File: src/rtl/counter_b32_ctrl_if.sv
// Command/status and counter_b32 side-band bundle for counter_b32_ctrl.
// master = command source plus counter_b32 returns; slave = the controller.
interface counter_b32_ctrl_if #(
  parameter int CNT_W = 16
);
  logic             cmd_valid;
  logic             cmd_ready;
  logic             cmd_preload;
  logic [1:0]       cmd_mode;
  logic [31:0]      cmd_D;
  logic [CNT_W-1:0] cmd_len;
  logic             abort;

  logic             ctr_enable;
  logic [1:0]       ctr_mode;
  logic [31:0]      ctr_D;
  logic [7:0]       ctr_load;
  logic [7:0]       ctr_rco;
  logic [31:0]      ctr_Q;

  logic             busy;
  logic             done;
  logic             aborted;
  logic             load_err;
  logic [CNT_W-1:0] rco_count;
  logic [31:0]      final_Q;

  modport master (
    output cmd_valid, cmd_preload, cmd_mode, cmd_D, cmd_len, abort,
    output ctr_load, ctr_rco, ctr_Q,
    input  cmd_ready, ctr_enable, ctr_mode, ctr_D,
    input  busy, done, aborted, load_err, rco_count, final_Q
  );

  modport slave (
    input  cmd_valid, cmd_preload, cmd_mode, cmd_D, cmd_len, abort,
    input  ctr_load, ctr_rco, ctr_Q,
    output cmd_ready, ctr_enable, ctr_mode, ctr_D,
    output busy, done, aborted, load_err, rco_count, final_Q
  );
endinterface

File: src/rtl/counter_b32_ctrl.sv
// Command sequencer for counter_b32: optional preload+check, timed run, carry counting.
// Optional macro CTRL_RCO_ANY_EN: any nibble carry (|ctr_rco) counts instead of ctr_rco[7] only.
module counter_b32_ctrl #(
  parameter int         CNT_W     = 16,
  parameter logic [1:0] MODE_LOAD = 2'b11
) (
  input  logic              ctrl_clk,
  input  logic              ctrl_reset,
  counter_b32_ctrl_if.slave ctrl
);

  typedef enum logic [2:0] {
    S_IDLE, S_LOAD, S_CHECK, S_RUN, S_DRAIN, S_DONE
  } state_t;

  state_t           r_state;
  state_t           w_next;
  logic [1:0]       r_mode;
  logic [31:0]      r_D;
  logic [CNT_W-1:0] r_remain;
  logic             r_prev_run;
  logic             r_aborted;
  logic             r_load_err;
  logic [CNT_W-1:0] r_rco_count;
  logic [31:0]      r_final_Q;

  logic             w_accept;
  logic [CNT_W-1:0] w_eff_len;
  logic             w_abort_ok;
  logic             w_rco_evt;
  logic             w_count_evt;

  assign w_accept   = (r_state == S_IDLE) && ctrl.cmd_valid;
  // A load-mode RUN makes no sense, so such a command degenerates to load-only.
  assign w_eff_len  = (ctrl.cmd_mode == MODE_LOAD) ? '0 : ctrl.cmd_len;
  assign w_abort_ok = ctrl.abort &&
                      ((r_state == S_LOAD) || (r_state == S_CHECK) || (r_state == S_RUN));

`ifdef CTRL_RCO_ANY_EN
  assign w_rco_evt = |ctrl.ctr_rco;
`else
  assign w_rco_evt = ctrl.ctr_rco[7];
`endif

  // rco lags the counter by one cycle: skip the first RUN cycle, include DRAIN.
  assign w_count_evt = w_rco_evt &&
                       (((r_state == S_RUN) && r_prev_run) || (r_state == S_DRAIN));

  always_ff @(posedge ctrl_clk or negedge ctrl_reset) begin
    if (!ctrl_reset) r_state <= S_IDLE;
    else             r_state <= w_next;
  end

  always_comb begin
    w_next = r_state;
    case (r_state)
      S_IDLE: begin
        if (w_accept) begin
          if (ctrl.cmd_preload)    w_next = S_LOAD;
          else if (w_eff_len != 0) w_next = S_RUN;
          else                     w_next = S_DONE;
        end
      end
      S_LOAD:  w_next = ctrl.abort ? S_DRAIN : S_CHECK;
      S_CHECK: begin
        if (ctrl.abort)         w_next = S_DRAIN;
        else if (r_remain != 0) w_next = S_RUN;
        else                    w_next = S_DRAIN;
      end
      S_RUN: begin
        if (ctrl.abort || (r_remain == {{(CNT_W-1){1'b0}}, 1'b1})) w_next = S_DRAIN;
        else                                                      w_next = S_RUN;
      end
      S_DRAIN: w_next = S_DONE;
      S_DONE:  w_next = S_IDLE;
      default: w_next = S_IDLE;
    endcase
  end

  always_ff @(posedge ctrl_clk or negedge ctrl_reset) begin
    if (!ctrl_reset) begin
      r_mode      <= '0;
      r_D         <= '0;
      r_remain    <= '0;
      r_prev_run  <= 1'b0;
      r_aborted   <= 1'b0;
      r_load_err  <= 1'b0;
      r_rco_count <= '0;
      r_final_Q   <= '0;
    end else begin
      r_prev_run <= (r_state == S_RUN);
      if (w_accept) begin
        r_mode      <= ctrl.cmd_mode;
        r_D         <= ctrl.cmd_D;
        r_remain    <= w_eff_len;
        r_aborted   <= 1'b0;
        r_load_err  <= 1'b0;
        r_rco_count <= '0;
      end else begin
        if (w_abort_ok) r_aborted <= 1'b1;
        if ((r_state == S_CHECK) && ((ctrl.ctr_load != 8'hFF) || (ctrl.ctr_Q != r_D)))
          r_load_err <= 1'b1;
        if (r_state == S_RUN)
          r_remain <= r_remain - {{(CNT_W-1){1'b0}}, 1'b1};
        if (r_state == S_DRAIN)
          r_final_Q <= ctrl.ctr_Q;
        if (w_count_evt && (r_rco_count != {CNT_W{1'b1}}))
          r_rco_count <= r_rco_count + {{(CNT_W-1){1'b0}}, 1'b1};
      end
    end
  end

  always_comb begin
    // cmd_ready is qualified with reset so it reads 0 while reset is held.
    ctrl.cmd_ready  = (r_state == S_IDLE) && ctrl_reset;
    ctrl.busy       = (r_state != S_IDLE);
    ctrl.done       = (r_state == S_DONE);
    ctrl.ctr_enable = (r_state == S_LOAD) || (r_state == S_RUN);
    ctrl.ctr_mode   = 2'b00;
    if (r_state == S_LOAD)     ctrl.ctr_mode = MODE_LOAD;
    else if (r_state == S_RUN) ctrl.ctr_mode = r_mode;
    ctrl.ctr_D      = (r_state == S_IDLE) ? 32'd0 : r_D;
    ctrl.aborted    = r_aborted;
    ctrl.load_err   = r_load_err;
    ctrl.rco_count  = r_rco_count;
    ctrl.final_Q    = r_final_Q;
  end

endmodule
File: src/flat_wrapper.sv
// flat-port wrapper written by rule: the top's interface ports become plain ports
module counter_b32_ctrl_flat 
#(
  parameter int         CNT_W     = 16,
  parameter logic [1:0] MODE_LOAD = 2'b11
)
  (ctrl_clk, ctrl_reset, ctrl_cmd_valid, ctrl_cmd_preload, ctrl_cmd_mode, ctrl_cmd_D, ctrl_cmd_len, ctrl_abort, ctrl_ctr_load, ctrl_ctr_rco, ctrl_ctr_Q, ctrl_cmd_ready, ctrl_ctr_enable, ctrl_ctr_mode, ctrl_ctr_D, ctrl_busy, ctrl_done, ctrl_aborted, ctrl_load_err, ctrl_rco_count, ctrl_final_Q);
  counter_b32_ctrl_if #(.CNT_W(CNT_W)) ctrl_i ();
  input  logic ctrl_clk;
  input  logic ctrl_reset;
  input wire logic [$bits(ctrl_i.cmd_valid)-1:0] ctrl_cmd_valid;
  input wire logic [$bits(ctrl_i.cmd_preload)-1:0] ctrl_cmd_preload;
  input wire logic [$bits(ctrl_i.cmd_mode)-1:0] ctrl_cmd_mode;
  input wire logic [$bits(ctrl_i.cmd_D)-1:0] ctrl_cmd_D;
  input wire logic [$bits(ctrl_i.cmd_len)-1:0] ctrl_cmd_len;
  input wire logic [$bits(ctrl_i.abort)-1:0] ctrl_abort;
  input wire logic [$bits(ctrl_i.ctr_load)-1:0] ctrl_ctr_load;
  input wire logic [$bits(ctrl_i.ctr_rco)-1:0] ctrl_ctr_rco;
  input wire logic [$bits(ctrl_i.ctr_Q)-1:0] ctrl_ctr_Q;
  output wire logic [$bits(ctrl_i.cmd_ready)-1:0] ctrl_cmd_ready;
  output wire logic [$bits(ctrl_i.ctr_enable)-1:0] ctrl_ctr_enable;
  output wire logic [$bits(ctrl_i.ctr_mode)-1:0] ctrl_ctr_mode;
  output wire logic [$bits(ctrl_i.ctr_D)-1:0] ctrl_ctr_D;
  output wire logic [$bits(ctrl_i.busy)-1:0] ctrl_busy;
  output wire logic [$bits(ctrl_i.done)-1:0] ctrl_done;
  output wire logic [$bits(ctrl_i.aborted)-1:0] ctrl_aborted;
  output wire logic [$bits(ctrl_i.load_err)-1:0] ctrl_load_err;
  output wire logic [$bits(ctrl_i.rco_count)-1:0] ctrl_rco_count;
  output wire logic [$bits(ctrl_i.final_Q)-1:0] ctrl_final_Q;
  assign ctrl_i.cmd_valid = ctrl_cmd_valid;
  assign ctrl_i.cmd_preload = ctrl_cmd_preload;
  assign ctrl_i.cmd_mode = ctrl_cmd_mode;
  assign ctrl_i.cmd_D = ctrl_cmd_D;
  assign ctrl_i.cmd_len = ctrl_cmd_len;
  assign ctrl_i.abort = ctrl_abort;
  assign ctrl_i.ctr_load = ctrl_ctr_load;
  assign ctrl_i.ctr_rco = ctrl_ctr_rco;
  assign ctrl_i.ctr_Q = ctrl_ctr_Q;
  assign ctrl_cmd_ready = ctrl_i.cmd_ready;
  assign ctrl_ctr_enable = ctrl_i.ctr_enable;
  assign ctrl_ctr_mode = ctrl_i.ctr_mode;
  assign ctrl_ctr_D = ctrl_i.ctr_D;
  assign ctrl_busy = ctrl_i.busy;
  assign ctrl_done = ctrl_i.done;
  assign ctrl_aborted = ctrl_i.aborted;
  assign ctrl_load_err = ctrl_i.load_err;
  assign ctrl_rco_count = ctrl_i.rco_count;
  assign ctrl_final_Q = ctrl_i.final_Q;
  counter_b32_ctrl #(.CNT_W(CNT_W), .MODE_LOAD(MODE_LOAD)) u_core (.ctrl_clk(ctrl_clk), .ctrl_reset(ctrl_reset), .ctrl(ctrl_i));
endmodule
File: config.mk
export PLATFORM = sky130hd
export DESIGN_NAME = counter_b32_ctrl_flat
export DESIGN_NICKNAME = d
export VERILOG_FILES = /design/src/rtl/counter_b32_ctrl_if.sv /design/src/rtl/counter_b32_ctrl.sv /design/src/flat_wrapper.sv
export SDC_FILE = /design/constraint.sdc
export NUM_CORES = 1
export LEC_CHECK = 0
export CELL_PAD_IN_SITES_DETAIL_PLACEMENT = 1
export CELL_PAD_IN_SITES_GLOBAL_PLACEMENT = 1
export CORE_MARGIN = 2
export CORE_UTILIZATION = 23
export DETAILED_ROUTE_END_ITERATION = 16
export PLACE_DENSITY_LB_ADDON = 0.15
export SLEW_MARGIN = 20
export SYNTH_ARGS = -nofsm -noshare
export SYNTH_HDL_FRONTEND = slang
export SYNTH_SLANG_ARGS = --single-unit
File: constraint.sdc
create_clock -name ctrl_clk -period 1.9 [get_ports ctrl_clk]
set_clock_uncertainty 0.15 [all_clocks]
set_input_delay 0.19 -clock ctrl_clk [delete_from_list [all_inputs] [get_ports ctrl_clk]]
set_output_delay 0.19 -clock ctrl_clk [all_outputs]
set_load 0.02 [all_outputs]
==> reports/qor.tcl, run 1 <==
set qor(synth.area.top_cells) {dfrtp_1 49%, nand2_1 8.3%, mux2_2 6.8%}
set qor(layout.nets) 939
set qor(crit_end_element) {primary output}
set qor(drc) 0
set qor(power.switching_mw) 6.09
set qor(finalHoldViolations) 0
set qor(unrepaired_setup_endpoints_after_global_routing) {true}
set qor(antenna_found_initial) 0
set qor(reg_power_frac) 0.272
set qor(cell_repeated_most_along_the_worst_path) {buf_6}
set qor(largest_net_degree_at_the_start_of_global_routing) 105
set qor(synth_seq_cells) 104
set qor(worst_ir_drop_vdd_mv) 0.763
set qor(hp-class) {in2reg}
set qor(drt.antenna.violating_nets) 0
set qor(routedWlPerCell_um) 19.3
set qor(failed_checks) {negative setup slack}
set qor(synthesis.area_sq_um) 5310
set qor(synth.lib_cells_used.distinct) 50
set qor(worstSetupStartpointType) {flop}
set qor(cts_buffers) 9
set qor(grt_pass1_vias) 5561
set qor(buffer_ports.inserted) 183
set qor(dieWidth_um) 156
set qor(htree_num_levels) 3
set qor(grt_pass1_wl_um) 32300
set qor(share_clk_of_total_power) 0.131
set qor(synth_enable_flop_cells) 0
set qor(clock_sink_count) 104
set qor(start_util) 0.234
set qor(timing.final.max_slew_violations) 0
set qor(total_global_routing_track_utilization) 0.173
set qor(seq_area_frac_synth) 0.490
set qor(critPathKind) {reg2out}
set qor(synth_area_per_inst_sq_um) 9.76
set qor(run_status) {finished, violations left}
set qor(timing.max_slew.rel_slack) 0.547
set qor(synth_top_area_share) 0.490
set qor(fill_cells) 2502
set qor(global_route.overflow_total) 0
set qor(critical_path_arrival_ns) 1.66
set qor(internal_power_mw) 8.50
set qor(hold_path_origin) {ctrl_cmd_D[26]}
set qor(p_per_area_nw_per_um2) 1540
set qor(seq_area_sq_um) 2610
set qor(path_buf_inv) 3
set qor(synth_top_cell_by_area) {dfrtp_1}
set qor(root_buffer) {clkbuf_16}
set qor(post_route_cells_drive_above_1_share) 0.387
set qor(detailedPlacementHpwl_um) 14600
set qor(crit_family) {buffers and inverters}
set qor(setup_viol) 31
set qor(timing.critical_path.slowest_stage_cell) {dfrtp_2}
set qor(cts_tree) {yes}
set qor(insertion_delay_ns) 0.36
set qor(max_clock_freq_mhz) 501
set qor(route.detailed.vias_per_inst) 4.61
set qor(syn2layout_area_growth_pct) 79.1
set qor(worst-slew-pin-transition_ns) 0.680
set qor(die_area_sq_um) 24300
set qor(placed_cells_incl_taps) 1063
set qor(timing.final.ws_setup_ns) -0.0974
set qor(finalInstanceArea_sq_um) 9510
set qor(finish.utilization) 0.420
set qor(clk_transition_reported_paths_ns) 0.08
set qor(comb_power_share) 0.597
set qor(drt-pass1-iter-count) 4
set qor(yosys-top-cells-count) {117 x nand2_1, 104 x dfrtp_1, 33 x nor2_1, 33 x nor2b_1, 32 x mux2_2}
set qor(fraction_of_registers_with_async_set_reset) 1.00
set qor(cp_cell_sequence) {nor3_4 > buf_6 > buf_16 > and2_4 > buf_6}
set qor(max_cap_violations) 0
set qor(i_o_pin_count) 191
set qor(cp_slowest_stage_delay_ns) 0.45
set qor(timing.critical_path.from) {u_core.r_state[2]}
set qor(timing.critical_path.required_ns) 1.56
set qor(switching_share) 0.417
set qor(final.min_clock_period_ns) 2.00
set qor(dr.first_iter.drc_count) 120
set qor(power.leakage_nw) 4.16
set qor(detailed_place.area_sq_um) 8030
set qor(period_share) 1.05
set qor(yosysMostFrequentCell) {nand2_1}
set qor(detailroute.via_count) 5180
set qor(postSynthCellCount) 544
set qor(postRouteWirelength_um) 21700
set qor(multi_input_comb_area_sq_um) 3170
set qor(coreArea_sq_um) 22600
set qor(floorplan.rows) 55
set qor(leading_register_cell_type_out_of_synthesis) {dfrtp_1}
set qor(mappedNetlistNets) 651
set qor(r2r-start) {u_core.r_state[2]}
set qor(ctsLongestPathBuffers) 2
set qor(worstPathMaxFanout) 6
set qor(dieHeight_um) 156
set qor(layout.cells.non_filler) 1123
set qor(place.gp.congestion) 0.779
set qor(yosys_warning_total) 0
[metrics by stage]
stage | setup WS [ns] | hold slack (ns) | TNS (ns) | power [mW]
3_3_place_gp | -0.331 | 0.226 | -5.75 | 10.7
6_report | -0.0974 | 0.198 | -1.03 | 14.6
2_1_floorplan | -0.00327 | -0.256 | -0.00327 | 7.38
4_1_cts | -0.0842 | 0.184 | -1.47 | 13.4
5_1_grt | -0.179 | 0.203 | -6.90 | 15.5
3_5_place_dp | -0.312 | 0.219 | -8.15 | 10.9
[placed cells by master (no fill, tap or decap), types with 3 or more instances in the layout]
cell type / netlist / routed
a211oi_1: 7 / 3
a211oi_2: 0 / 3
a21oi_1: 20 / 13
a21oi_2: 0 / 6
and3_1: 3 / 3
buf_12: 0 / 9
buf_2: 1 / 6
buf_4: 2 / 80
buf_6: 0 / 52
clkbuf_16: 0 / 12
clkdlybuf4s50_1: 0 / 143
dfrtp_1: 104 / 95
dfrtp_2: 0 / 9
inv_1: 13 / 11
inv_4: 0 / 4
mux2_2: 32 / 32
mux2i_1: 6 / 6
nand2_1: 117 / 89
nand2_2: 2 / 18
nand2_4: 0 / 12
nand3_1: 9 / 7
nand4_1: 14 / 14
nor2_1: 33 / 29
nor2_4: 0 / 3
nor2b_1: 33 / 11
nor2b_2: 0 / 8
nor2b_4: 0 / 14
nor3_1: 10 / 5
nor3_2: 1 / 5
nor4_1: 15 / 10
nor4_4: 2 / 7
nor4b_4: 0 / 3
o21ai_0: 14 / 10
o21ai_1: 0 / 4
or2_2: 3 / 3
xnor2_1: 27 / 25
xor2_1: 17 / 17
[worst paths after layout]
check | endpoint | slack, ns | cells after the start
setup / recovery | ctrl_cmd_ready | -0.1 | 5
hold / removal | u_core.r_D[26] | 0.20 | 3
setup reg to reg | u_core.ctrl.rco_count[6] | -0.07 | 7
hold reg to reg | u_core.ctrl.final_Q[18] | 0.36 | 1
max in group asynchronous | u_core.ctrl.final_Q[26] | 0.72 | 3
min in group asynchronous | u_core.r_remain[9] | 0.31 | 3
[timing repair]
item,4_1_cts,5_1_grt
gates cloned,4,3
hold buffers,1,0
pin swaps,12,57
endpoints found under the hold margin,104,0
gates resized for setup,215,183
setup endpoints to repair,118,83
setup buffers,22,18
[power by group through the flow]
stage	sequential [mW]	combinational (mW)	clock, mW
6_report	3.97	8.71	1.92
5_1_grt	4.12	9.32	2.08
4_1_cts	3.93	7.47	2.00
3_5_place_dp	3.95	6.91	0
3_3_place_gp	3.90	6.81	0
2_1_floorplan	4.27	3.11	0
[flip-flops by register name, indices dropped and copies added (netlist names)]
name                   count
u_core.ctrl.final_Q       32
u_core.r_D                32
u_core.ctrl.rco_count     16
u_core.r_remain           16
u_core.r_state             3
u_core.r_mode              2
u_core.ctrl.aborted        1
u_core.ctrl.load_err       1
u_core.r_prev_run          1
[metal layers]
layer / track usage / vias up / part of all wire
met5: 0 / - / 0
met4: 0.0516 / 0 / 0.017
met3: 0.0536 / 19 / 0.063
met2: 0.287 / 136 / 0.50
met1: 0.218 / 2582 / 0.42
li1: - / 2443 / -
[layout make-up]
cell class,count,share of cell area
clock buffer,9,0.0237
inverter,15,0.00698
clock inverter,7,0.00671
sequential,104,0.275
multi-input combinational,403,0.333
tap,285,0.0375
timing repair buffer,299,0.317
antenna,1,0.000263
[cell families (layout without fill, tap and decap cells)]
family	after synthesis	after routing	synth area share
and+or+nand+nor	257	257	0.245
muxes	39	39	0.0813
AOI/OAI and AO/OA	59	59	0.0731
other	0	1	0
DFF	104	104	0.490
xor gates and xnor gates	44	44	0.0726
buffers and inverters	37	330	0.0278
adders and majority gates	4	4	0.00943
[worst register-to-register path: cells and delay by family, from the launching register on]
family,cells,cell delay [ns]
simple gates,3,0.58
compound gates,1,0.21
flops,1,0.45
buf+inv,2,0.34
xor+xnor,1,0.14
Power figures use the tool's default switching activity.
==> inputs of run 2 (changes only) <==
ABC_AREA = 1   (was unset)
CTS_CLUSTER_SIZE = 16   (was unset)
==> run 2 against run 1 <==
  * Sequential share of layout area up 1.5 points
  * Via count up 12%
  * Largest power group unchanged
  * The run still ends with negative setup slack left
  * Non-clock buffer count down 34
  * Global-route usage down 0.92 points
  * Register-to-register slack better by 0.12 ns
  * Clock power up 6%
  * Design area down 5.5%
  * Core utilization down 4.0 points
  * Critical endpoint is now ctrl_ctr_D[29]
  * Highest routed layer unchanged
  * Maximum frequency up 1.2%
==> reports/qor.tcl, run 2 <==
set qor(drt.antenna.violating_nets) 0 ;# unchanged
set qor(timing.critical_path.required_ns) 1.56 ;# about the same
set qor(finish.utilization) 0.380 ;# -0.0395
set qor(yosysMostFrequentCell) {nand2_1}
set qor(placed_cells_incl_taps) 1281 ;# +21%
set qor(synthAdderAreaFrac) 0.00897 ;# -0.000455
set qor(setup_viol) 25 ;# -19%
set qor(die_area_sq_um) 25500 ;# +4.9%
set qor(insertion_delay_ns) 0.36 ;# about the same
set qor(final.min_clock_period_ns) 1.97 ;# -0.0239 ns
set qor(start_util) 0.236 ;# +0.00174
set qor(timing.critical_path.slowest_stage_cell) {dfrtp_1}
set qor(timing.max_slew.rel_slack) 0.579 ;# +0.0317
set qor(yosys_warning_total) 0 ;# unchanged
set qor(clock_sink_count) 104 ;# unchanged
set qor(dieWidth_um) 160 ;# +2.4%
set qor(yosys-mux-area-fraction) 0 ;# -0.0813
set qor(htree_num_levels) 3 ;# unchanged
set qor(drc) 0 ;# unchanged
set qor(timing.final.ws_setup_ns) -0.0735 ;# +0.0239 ns
set qor(place_worst_setup_slack_ns) -0.0830 ;# +0.229 ns
set qor(yosys.area_share.xor_xnor) 0.0298 ;# -0.0428
set qor(synth_seq_cells) 104 ;# unchanged
set qor(yosys-top-cells-count) {239 x nand2_1, 104 x dfrtp_1, 92 x inv_1}
set qor(total_global_routing_track_utilization) 0.164 ;# -0.00922
set qor(yosys.area_share.simple) 0.292 ;# +0.0465
set qor(synthesis.area_sq_um) 5580 ;# +5.1%
set qor(post-layout-total-power_mw) 13.6 ;# -6.9%
set qor(synth_enable_flop_cells) 0 ;# unchanged
set qor(layout_common_cells) {235 x nand2_1, 143 x clkdlybuf4s50_1, 102 x dfrtp_1}
set qor(synth_area_per_inst_sq_um) 7.44 ;# -24%
set qor(cp_slowest_stage_delay_ns) 0.40 ;# -0.05 ns
set qor(timing.final.max_slew_violations) 0 ;# unchanged
set qor(place.gp.congestion) 0.779 ;# about the same
set qor(cts_buffers) 9 ;# unchanged
set qor(synth_top_family_by_area) {simple AND/OR/NAND/NOR gates}
set qor(syn2layout_area_growth_pct) 61.0
set qor(i_o_pin_count) 191 ;# unchanged
set qor(layout.nets) 1109 ;# +18%
set qor(n_antenna_cell) 0 ;# -1
set qor(worst-slew-pin-transition_ns) 0.632 ;# -0.0475 ns
set qor(p_per_area_nw_per_um2) 1510 ;# -1.4%
set qor(path_buf_inv) 5 ;# +2
set qor(crit_end_element) {primary output}
set qor(hp-class) {in2reg}
set qor(finalHoldViolations) 0 ;# unchanged
set qor(detailedPlacementHpwl_um) 14300 ;# -2.1%
set qor(postSynthCellCount) 750 ;# +38%
set qor(max_cap_violations) 0 ;# unchanged
set qor(area_fraction_in_compound_gates_after_synthesis) 0.115 ;# +0.0420
set qor(critical_path_arrival_ns) 1.63 ;# -0.03 ns
set qor(timing.setup.tns_ns) -1.22 ;# -0.192 ns
set qor(unrepaired_setup_endpoints_after_global_routing) {true}
set qor(finalInstanceArea_sq_um) 8980 ;# -5.5%
set qor(worst_ir_drop_vdd_mv) 0.442 ;# -42%
set qor(dr.first_iter.drc_count) 265 ;# +120%
set qor(detailed_place.area_sq_um) 8140 ;# +1.4%
set qor(synth_top_cell_by_area) {dfrtp_1}
set qor(buffer_ports.inserted) 183 ;# unchanged
set qor(synth_top_area_share) 0.467 ;# -0.0237
set qor(grt_pass1_vias) 6224 ;# +12%
set qor(worstPathMaxFanout) 8 ;# +2
set qor(dieHeight_um) 160 ;# +2.4%
set qor(post_route_cells_drive_above_1_share) 0.190 ;# -0.197
set qor(period_share) 1.04 ;# -0.0126
set qor(layout.cells.non_filler) 1326 ;# +18%
set qor(grt_pass1_wl_um) 33300 ;# +3.1%
set qor(run_status) {finished, violations left}
set qor(cp_cell_sequence) {nor2_2 > inv_2 > nor2_4 > buf_12 > buf_16 > buf_6 > nor2_2 > buf_6}
set qor(floorplan.rows) 56 ;# +1.8%
set qor(largest_net_degree_at_the_start_of_global_routing) 105 ;# unchanged
set qor(ctsLongestPathBuffers) 2 ;# unchanged
set qor(postRouteWirelength_um) 21600 ;# -0.22%
set qor(synth.area.top_cells) {dfrtp_1 47%, nand2_1 16%, o21ai_0 6.3%}
set qor(route.detailed.vias_per_inst) 4.36 ;# -5.5%
set qor(crit_family) {buffers and inverters}
set qor(mappedNetlistNets) 857 ;# +32%
set qor(routedWlPerCell_um) 16.3 ;# -15%
set qor(max_clock_freq_mhz) 507 ;# +1.2%
set qor(coreArea_sq_um) 23600 ;# +4.3%
set qor(final_common_cell) {nand2_1}
set qor(cts_tree) {yes}
set qor(seq_area_frac_synth) 0.467 ;# -0.0237
set qor(global_route.overflow_total) 0 ;# unchanged
set qor(synth.lib_cells_used.distinct) 36 ;# -28%
set qor(critPathKind) {reg2out}
set qor(failed_checks) {negative setup slack}
set qor(drt-pass1-iter-count) 4 ;# unchanged
set qor(worstSetupStartpointType) {flop}
set qor(clk_transition_reported_paths_ns) 0.08 ;# about the same
set qor(antenna_found_initial) 0 ;# unchanged
set qor(fraction_of_registers_with_async_set_reset) 1.00 ;# unchanged
set qor(leading_register_cell_type_out_of_synthesis) {dfrtp_1}
set qor(timing.hold.ws_ns) 0.239 ;# +0.0411 ns
set qor(detailroute.via_count) 5782 ;# +12%
set qor(root_buffer) {clkbuf_16}
set qor(power.leakage_nw) 4.16 ;# +0.18%
-- run 2: cell types whose count changed in the layout (fill, tap and decap cells not counted), sizes merged, moves of 33 or more --
| cell | delta |
|---|---|
| nor2b | -33 |
| nand2 | +127 |
| inv | +79 |
| buf | -38 |
| o21ai | +56 |
| mux2 | -33 |
| nor2 | +54 |
-- run 2: worst reg2reg max path: stages (launching register included) --
cell and delay [ns]:
dfrtp_1 0.40, nor2_2 0.14, inv_2 0.06, nor2_4 0.14
buf_4 0.14, buf_4 0.12, nand2_8 0.08, clkinv_8 0.11
buf_12 0.12, nor3_1 0.05, a31oi_1 0.15, o21ai_1 0.07
-- run 2: per-layer routing --
layer,up-vias,part of all wire,GRT usage
li1,2880,-,-
met1,2752,0.48,0.218
met2,129,0.47,0.278
met3,21,0.034,0.0257
met4,0,0.014,0.0434
met5,-,0,0
-- run 2: path summary, 6_finish.rpt --
path | cells after the start | endpoint | start | slack, ns
worst min-delay path | 3 | u_core.r_D[12] | ctrl_cmd_D[12] | 0.24
worst max register to register | 11 | u_core.r_remain[6] | u_core.r_state[1] | 0.05
worst max-delay path | 8 | ctrl_ctr_D[29] | u_core.r_state[1] | -0.07
max in group asynchronous | 3 | u_core.ctrl.rco_count[0] | ctrl_reset | 0.67
worst min register to register | 2 | u_core.ctrl.final_Q[1] | u_core.ctrl.final_Q[1] | 0.33
min in group asynchronous | 3 | u_core.r_remain[6] | ctrl_reset | 0.37
-- run 2: logic make-up after synthesis --
kind of cell	Yosys count
AOI/OAI and AO/OA	111
xor gates and xnor gates	19
adders and majority gates	4
buffers and inverters	121
DFF	104
and+or+nand+nor	391
-- run 2: where the power goes --
part / internal, mW / switching [mW]
clock: 1.08 / 0.953
combinational: 3.42 / 4.39
sequential: 3.15 / 0.595
-- run 2: layout make-up --
type,count,area [sq um]
Fill cell,2861,14600
Multi-Input combinational cell,525,2670
Timing Repair Buffer,265,2620
Sequential cell,104,2610
Tap cell,319,399
Inverter,97,379
Clock buffer,10,239
Clock inverter,6,73.8
-- run 2: timing repair --
action                                  CTS  global route
endpoints found under the setup margin   52           131
setup buffers                            12            10
hold buffers                              1             0
endpoints found under the hold margin   104             0
pin swaps                                 1            12
gates cloned                              2             6
gates resized for setup                 169            80
